## src/rtl/cache_req_arbiter_if.sv

```systemverilog
// Processor request/response ports and shared cache port of the
// two-requester cache arbiter.
interface cache_req_arbiter_if #(
   parameter int REQ_W = 22
);
   logic             p0_req_valid;
   logic [REQ_W-1:0] p0_req;
   logic             p0_req_ready;
   logic             p1_req_valid;
   logic [REQ_W-1:0] p1_req;
   logic             p1_req_ready;
   logic             cache_req_valid;
   logic [REQ_W-1:0] cache_req;
   logic             cache_busy;
   logic             cache_resp_valid;
   logic [REQ_W-1:0] cache_resp;
   logic             p0_resp_valid;
   logic [REQ_W-1:0] p0_resp;
   logic             p1_resp_valid;
   logic [REQ_W-1:0] p1_resp;
   logic             timeout_err;

   modport slave (
      input  p0_req_valid, p0_req,
      input  p1_req_valid, p1_req,
      input  cache_busy, cache_resp_valid, cache_resp,
      output p0_req_ready, p1_req_ready,
      output cache_req_valid, cache_req,
      output p0_resp_valid, p0_resp,
      output p1_resp_valid, p1_resp,
      output timeout_err
   );

   modport master (
      output p0_req_valid, p0_req,
      output p1_req_valid, p1_req,
      output cache_busy, cache_resp_valid, cache_resp,
      input  p0_req_ready, p1_req_ready,
      input  cache_req_valid, cache_req,
      input  p0_resp_valid, p0_resp,
      input  p1_resp_valid, p1_resp,
      input  timeout_err
   );
endinterface

```

## src/rtl/cache_req_arbiter.sv

```systemverilog
// Round-robin arbiter of two processor request FIFOs onto one cache
// port; one outstanding transaction, responses routed by latched grant.
module cache_req_arbiter #(
   parameter int REQ_W      = 22,
   parameter int FIFO_DEPTH = 2,
   parameter int TIMEOUT    = 15
) (
   input logic                clk,
   input logic                rst_n,
   cache_req_arbiter_if.slave bus
);
   localparam int AW = $clog2(FIFO_DEPTH);
   localparam int CW = AW + 1;
   localparam int TW = $clog2(TIMEOUT + 1);

   typedef enum logic [1:0] {IDLE, ISSUE, WAIT_RESP} state_e;

   state_e           state_q, state_d;
   logic             grant_q, grant_d;
   logic             last_q, last_d;
   logic [TW-1:0]    tmo_q, tmo_d;

   logic [REQ_W-1:0] mem_q [2][FIFO_DEPTH];
   logic [AW-1:0]    wp_q [2];
   logic [AW-1:0]    rp_q [2];
   logic [CW-1:0]    cnt_q [2];
   logic [REQ_W-1:0] req_in [2];
   logic [REQ_W-1:0] head [2];
   logic [1:0]       push, pop, full, nempty;

   logic             issue_go, rsp_fire, tmo_fire;
   logic             req_v;
   logic [REQ_W-1:0] req_w;
   logic             p0_rv_q, p1_rv_q, terr_q;
   logic [REQ_W-1:0] p0_resp_q, p1_resp_q;

   assign req_in[0] = bus.p0_req;
   assign req_in[1] = bus.p1_req;

   always_comb begin
      for (int i = 0; i < 2; i++) begin
         full[i]   = cnt_q[i] == CW'(FIFO_DEPTH);
         nempty[i] = cnt_q[i] != '0;
         head[i]   = mem_q[i][rp_q[i]];
      end
   end

   assign push[0] = bus.p0_req_valid & ~full[0];
   assign push[1] = bus.p1_req_valid & ~full[1];
   assign pop[0]  = issue_go & ~grant_q;
   assign pop[1]  = issue_go & grant_q;

   always_ff @(posedge clk or negedge rst_n) begin
      if (!rst_n) begin
         for (int i = 0; i < 2; i++) begin
            wp_q[i]  <= '0;
            rp_q[i]  <= '0;
            cnt_q[i] <= '0;
            for (int j = 0; j < FIFO_DEPTH; j++)
               mem_q[i][j] <= '0;
         end
      end else begin
         for (int i = 0; i < 2; i++) begin
            if (push[i]) begin
               mem_q[i][wp_q[i]] <= req_in[i];
               wp_q[i]           <= wp_q[i] + 1'b1;
            end
            if (pop[i])
               rp_q[i] <= rp_q[i] + 1'b1;
            if (push[i] != pop[i])
               cnt_q[i] <= push[i] ? cnt_q[i] + 1'b1
                                   : cnt_q[i] - 1'b1;
         end
      end
   end

   always_ff @(posedge clk or negedge rst_n) begin
      if (!rst_n) begin
         state_q <= IDLE;
         grant_q <= 1'b0;
         last_q  <= 1'b1;
         tmo_q   <= '0;
      end else begin
         state_q <= state_d;
         grant_q <= grant_d;
         last_q  <= last_d;
         tmo_q   <= tmo_d;
      end
   end

   always_comb begin
      state_d = state_q;
      grant_d = grant_q;
      last_d  = last_q;
      tmo_d   = tmo_q;
      unique case (state_q)
         IDLE: begin
            if (|nempty) begin
               // Tie goes to whoever was not granted last.
               grant_d = (&nempty) ? ~last_q : nempty[1];
               last_d  = grant_d;
               state_d = ISSUE;
            end
         end
         ISSUE: begin
            if (!bus.cache_busy) begin
               tmo_d   = '0;
               state_d = WAIT_RESP;
            end
         end
         WAIT_RESP: begin
            if (bus.cache_resp_valid || tmo_q == TW'(TIMEOUT - 1)) begin
               tmo_d   = '0;
               state_d = IDLE;
            end else begin
               tmo_d = tmo_q + 1'b1;
            end
         end
         default: state_d = IDLE;
      endcase
   end

   always_comb begin
      req_v    = 1'b0;
      req_w    = '0;
      issue_go = 1'b0;
      rsp_fire = 1'b0;
      tmo_fire = 1'b0;
      unique case (state_q)
         ISSUE: begin
            req_v            = 1'b1;
            req_w            = head[grant_q];
            req_w[REQ_W-1]   = grant_q;
            issue_go         = ~bus.cache_busy;
         end
         WAIT_RESP: begin
            rsp_fire = bus.cache_resp_valid;
            tmo_fire = ~bus.cache_resp_valid &
                       (tmo_q == TW'(TIMEOUT - 1));
         end
         default: ;
      endcase
   end

   always_ff @(posedge clk or negedge rst_n) begin
      if (!rst_n) begin
         p0_rv_q   <= 1'b0;
         p1_rv_q   <= 1'b0;
         terr_q    <= 1'b0;
         p0_resp_q <= '0;
         p1_resp_q <= '0;
      end else begin
         p0_rv_q <= rsp_fire & ~grant_q;
         p1_rv_q <= rsp_fire & grant_q;
         terr_q  <= tmo_fire;
         if (rsp_fire & ~grant_q)
            p0_resp_q <= bus.cache_resp;
         if (rsp_fire & grant_q)
            p1_resp_q <= bus.cache_resp;
      end
   end

   assign bus.p0_req_ready    = ~full[0];
   assign bus.p1_req_ready    = ~full[1];
   assign bus.cache_req_valid = req_v;
   assign bus.cache_req       = req_w;
   assign bus.p0_resp_valid   = p0_rv_q;
   assign bus.p0_resp         = p0_resp_q;
   assign bus.p1_resp_valid   = p1_rv_q;
   assign bus.p1_resp         = p1_resp_q;
   assign bus.timeout_err     = terr_q;
endmodule

```

## src/flat_wrapper.sv

```systemverilog
// flat-port wrapper written by rule: the top's interface ports become plain ports
module cache_req_arbiter_flat 
#(
   parameter int REQ_W      = 22,
   parameter int FIFO_DEPTH = 2,
   parameter int TIMEOUT    = 15
)
  (clk, rst_n, bus_p0_req_valid, bus_p0_req, bus_p1_req_valid, bus_p1_req, bus_cache_busy, bus_cache_resp_valid, bus_cache_resp, bus_p0_req_ready, bus_p1_req_ready, bus_cache_req_valid, bus_cache_req, bus_p0_resp_valid, bus_p0_resp, bus_p1_resp_valid, bus_p1_resp, bus_timeout_err);
  cache_req_arbiter_if #(.REQ_W(REQ_W)) bus_i ();
  input logic clk;
  input logic rst_n;
  input wire logic [$bits(bus_i.p0_req_valid)-1:0] bus_p0_req_valid;
  input wire logic [$bits(bus_i.p0_req)-1:0] bus_p0_req;
  input wire logic [$bits(bus_i.p1_req_valid)-1:0] bus_p1_req_valid;
  input wire logic [$bits(bus_i.p1_req)-1:0] bus_p1_req;
  input wire logic [$bits(bus_i.cache_busy)-1:0] bus_cache_busy;
  input wire logic [$bits(bus_i.cache_resp_valid)-1:0] bus_cache_resp_valid;
  input wire logic [$bits(bus_i.cache_resp)-1:0] bus_cache_resp;
  output wire logic [$bits(bus_i.p0_req_ready)-1:0] bus_p0_req_ready;
  output wire logic [$bits(bus_i.p1_req_ready)-1:0] bus_p1_req_ready;
  output wire logic [$bits(bus_i.cache_req_valid)-1:0] bus_cache_req_valid;
  output wire logic [$bits(bus_i.cache_req)-1:0] bus_cache_req;
  output wire logic [$bits(bus_i.p0_resp_valid)-1:0] bus_p0_resp_valid;
  output wire logic [$bits(bus_i.p0_resp)-1:0] bus_p0_resp;
  output wire logic [$bits(bus_i.p1_resp_valid)-1:0] bus_p1_resp_valid;
  output wire logic [$bits(bus_i.p1_resp)-1:0] bus_p1_resp;
  output wire logic [$bits(bus_i.timeout_err)-1:0] bus_timeout_err;
  assign bus_i.p0_req_valid = bus_p0_req_valid;
  assign bus_i.p0_req = bus_p0_req;
  assign bus_i.p1_req_valid = bus_p1_req_valid;
  assign bus_i.p1_req = bus_p1_req;
  assign bus_i.cache_busy = bus_cache_busy;
  assign bus_i.cache_resp_valid = bus_cache_resp_valid;
  assign bus_i.cache_resp = bus_cache_resp;
  assign bus_p0_req_ready = bus_i.p0_req_ready;
  assign bus_p1_req_ready = bus_i.p1_req_ready;
  assign bus_cache_req_valid = bus_i.cache_req_valid;
  assign bus_cache_req = bus_i.cache_req;
  assign bus_p0_resp_valid = bus_i.p0_resp_valid;
  assign bus_p0_resp = bus_i.p0_resp;
  assign bus_p1_resp_valid = bus_i.p1_resp_valid;
  assign bus_p1_resp = bus_i.p1_resp;
  assign bus_timeout_err = bus_i.timeout_err;
  cache_req_arbiter #(.REQ_W(REQ_W), .FIFO_DEPTH(FIFO_DEPTH), .TIMEOUT(TIMEOUT)) u_core (.clk(clk), .rst_n(rst_n), .bus(bus_i));
endmodule
```

## config.mk

```make
export PLATFORM = sky130hd
export DESIGN_NAME = cache_req_arbiter_flat
export DESIGN_NICKNAME = d
export VERILOG_FILES = /design/src/rtl/cache_req_arbiter_if.sv /design/src/rtl/cache_req_arbiter.sv /design/src/flat_wrapper.sv
export SDC_FILE = /design/constraint.sdc
export NUM_CORES = 1
export LEC_CHECK = 0
export BUFFER_PORTS_ARGS = -buffer_cell sky130_fd_sc_hd__buf_2
export CAP_MARGIN = 20
export CORE_MARGIN = 1
export CORE_UTILIZATION = 60
export CTS_BUF_LIST = sky130_fd_sc_hd__clkbuf_2 sky130_fd_sc_hd__clkbuf_4 sky130_fd_sc_hd__clkbuf_8
export CTS_CLUSTER_DIAMETER = 200
export DETAILED_ROUTE_END_ITERATION = 16
export PLACE_DENSITY_LB_ADDON = 0.25
export SLEW_MARGIN = 20
export SYNTH_ARGS = -nofsm -noshare
export SYNTH_HDL_FRONTEND = slang
export SYNTH_SLANG_ARGS = --single-unit
```

## constraint.sdc

```tcl
create_clock -name clk -period 2.37 [get_ports clk]
set_input_delay 0.3555 -clock clk [delete_from_list [all_inputs] [get_ports clk]]
set_output_delay 0.3555 -clock clk [all_outputs]
set_load 0.1 [all_outputs]
```

==> results.toml <==
[route]
routed_via_density = 5.560
drtPass1Iterations = 4
avgRoutedWirePerCell_um = 18.22
num_vias = 4181
drt_iter0_markers = 156
antenna_left = 0
route.detailed.drc = 0
wl_um = 13700

[critical_path]
end_kind = "output pin"
r2r_slack_ns = 0.50
crit_family = "flip-flops"
required_ns = 2.01
start_kind = "flip-flop"
crit_chain = "nand2b_1 -> buf_4 -> a211oi_2 -> buf_12"
r2r-end = "u_core.bus.p1_resp[17]"
cp_slowest_cell = "dfrtp_1"
critPathMaxStageDelay_ns = 0.55
crit_type = "flip-flop to output pin"
cp_max_fo = 13
timing.rr.start = "u_core.state_q[1]"
worst-path-buf-inv = 2
arrival_ns = 1.87
ff2ff_path_depth = 3

[grt]
grt_overflow_total = 0
grt_use_total = 0.2620
antenna_found_initial = 1
grt_start_max_net_pins = 64
first_global_vias = 4509
grt_pass1_wl_um = 22250

[layout]
synthToLayoutAreaGrowth_pct = 25.74
drive_gt1_frac = 0.5455
final_cell_mix = "145 x dfrtp_1, 118 x buf_2, 97 x mux2_2, 25 x mux2i_1, 25 x buf_12"
insertedDiodeCount = 0
fin_cells = 752
fill_cells = 639
nets = 677
fin_util = 0.7863
layout_commonest_cell = "dfrtp_1"

[timing]
rsz0062_at_grt = "false"
finalHoldViolCount = 0
max_freq_mhz = 448.9
setup_viol = 0
min_period_ns = 2.228
finalClockSkew_ns = 0.008156
fin_ws_ns = 0.1422
slew_headroom = 0.5869
finalSetupTns_ns = 0
tightestPinTransition_ns = 0.6189
min_period_over_period = 0.9400
slew_violations = 0

[synthesis]
synth_top_flop_cell = "dfrtp_1"
avgSynthCellArea_um2 = 14.28
ys_seq_area_frac = 0.5624
synth-edff-count = 0
synth_seq_cells = 147
ys_warn_count = 0
syn_inst = 458
syn_nets = 532
synthDistinctLibCells = 42
async_flop_share = 1.000
syn_area_um2 = 6543

[clock_network]
clock-sinks = 147
cts_buffers = 17
cts_root_buf = "clkbuf_8"
ctsLongestPathBuffers = 2
htreeDepth = 4
post_cts_buffers = 0
clkSlewWorstSetupHoldPaths_ns = 0.07
insertion_delay_ns = 0.44
cts_tree = "yes"

[min_path]
hold_end = "u_core.mem_q[86]"
hp-class = "input port to flip-flop"
holdPathStages = 2
min-delay-start = "bus_p0_req[20]"

[floorplanning]
core_area_um2 = 10460
fp.dieArea_um2 = 11330
die_h_um = 106.4
io_pins = 144
std_cell_rows = 37
die_w_um = 106.4
start_util = 0.6253

[placed_design]
place_ws_ns = 0.5045
gp_congestion = 0.7665
placed_cells_incl_taps = 719
port-buffer-count = 141
dp_hpwl_um = 9649

[status]
status = "finished clean"

[flow_run]
cap_violations = 0
==> sequential cells by signal, indices dropped and copies added (netlist names), 2 cells and up <==
register	flops
u_core.mem_q	84
u_core.bus.p0_resp	22
u_core.bus.p1_resp	22
u_core.cnt_q	4
u_core.tmo_q	4
u_core.rp_q	2
u_core.state_q	2
u_core.wp_q	2
==> timing repair <==
action                                  CTS  global route
hold buffers                              1             0
resized for setup                         0             2
hold endpoints to repair                 60             0
endpoints found under the setup margin    0             3
==> metal layers <==
| metal | up-vias | share of wire | global-route usage |
|---|---|---|---|
| met5 | - | 0.00095 | 0 |
| met4 | 2 | 0.016 | 0.08708 |
| met3 | 20 | 0.079 | 0.1018 |
| met2 | 138 | 0.51 | 0.4462 |
| met1 | 2073 | 0.40 | 0.3030 |
| li1 | 1948 | - | - |
==> worst reg2reg max path, cell delays in order, from the launching register on <==
cell	delay, ns
dfrtp_1	0.48
nor2b_4	0.23
nand3_2	0.50
mux2_1	0.55
==> cell families after synthesis <==
kind of cell | share of synthesized area
adders and majority gates | 0.003824
AOI/OAI and AO/OA | 0.06445
DFF | 0.5624
xor gates and xnor gates | 0.008032
and+or+nand+nor | 0.05622
muxes | 0.2712
buffers and inverters | 0.03385
==> final cells by class <==
| class | instances | area [um2] | area share |
|---|---|---|---|
| Sequential cell | 147 | 3681 | 0.4475 |
| Timing Repair Buffer | 155 | 1191 | 0.1448 |
| Multi-Input combinational cell | 274 | 2748 | 0.3340 |
| Tap cell | 136 | 170.2 | 0.02068 |
| Clock buffer | 23 | 304.0 | 0.03696 |
| Clock inverter | 9 | 102.6 | 0.01247 |
| Inverter | 8 | 30.03 | 0.003650 |
==> worst max-delay path by stage <==
stage               slack, ns  depth (start not counted)               from                endpoint
floorplan               -0.26                          4  u_core.state_q[1]       bus_cache_req[10]
global placement         0.54                          5  u_core.state_q[1]       bus_cache_req[21]
detailed placement       0.50                          3     u_core.grant_q  u_core.bus.p1_resp[17]
CTS                      0.03                          5  u_core.state_q[0]       bus_cache_req[21]
global route             0.05                          5  u_core.state_q[0]       bus_cache_req[21]
finish                   0.14                          4  u_core.state_q[0]        bus_cache_req[0]
==> synth_stat cells, types with 6 or more instances <==
cell type  number  share of area
mux2i_1        25          0.038
nor2b_1        23          0.022
inv_1           6         0.0034
mux2_2         97           0.17
dfrtp_1       146           0.56
mux2_4         19          0.044
clkbuf_1        6         0.0034
a211oi_1       42          0.048
buf_4           9          0.010
mux2_1         13          0.022
buf_2           9         0.0069
==> stage by stage <==
stage / hold WS (ns) / instance area, um2
after floorplan: 0.05991 / 6649
after global placement: 0.3667 / 7804
after detailed placement: 0.3730 / 7804
after CTS: 0.1075 / 8220
after global routing: 0.1171 / 8227
final: 0.1363 / 8227
Power is left out: the tool's default activity adds up to more than one toggle a clock period on the data nets, which glitch-free logic cannot reach.
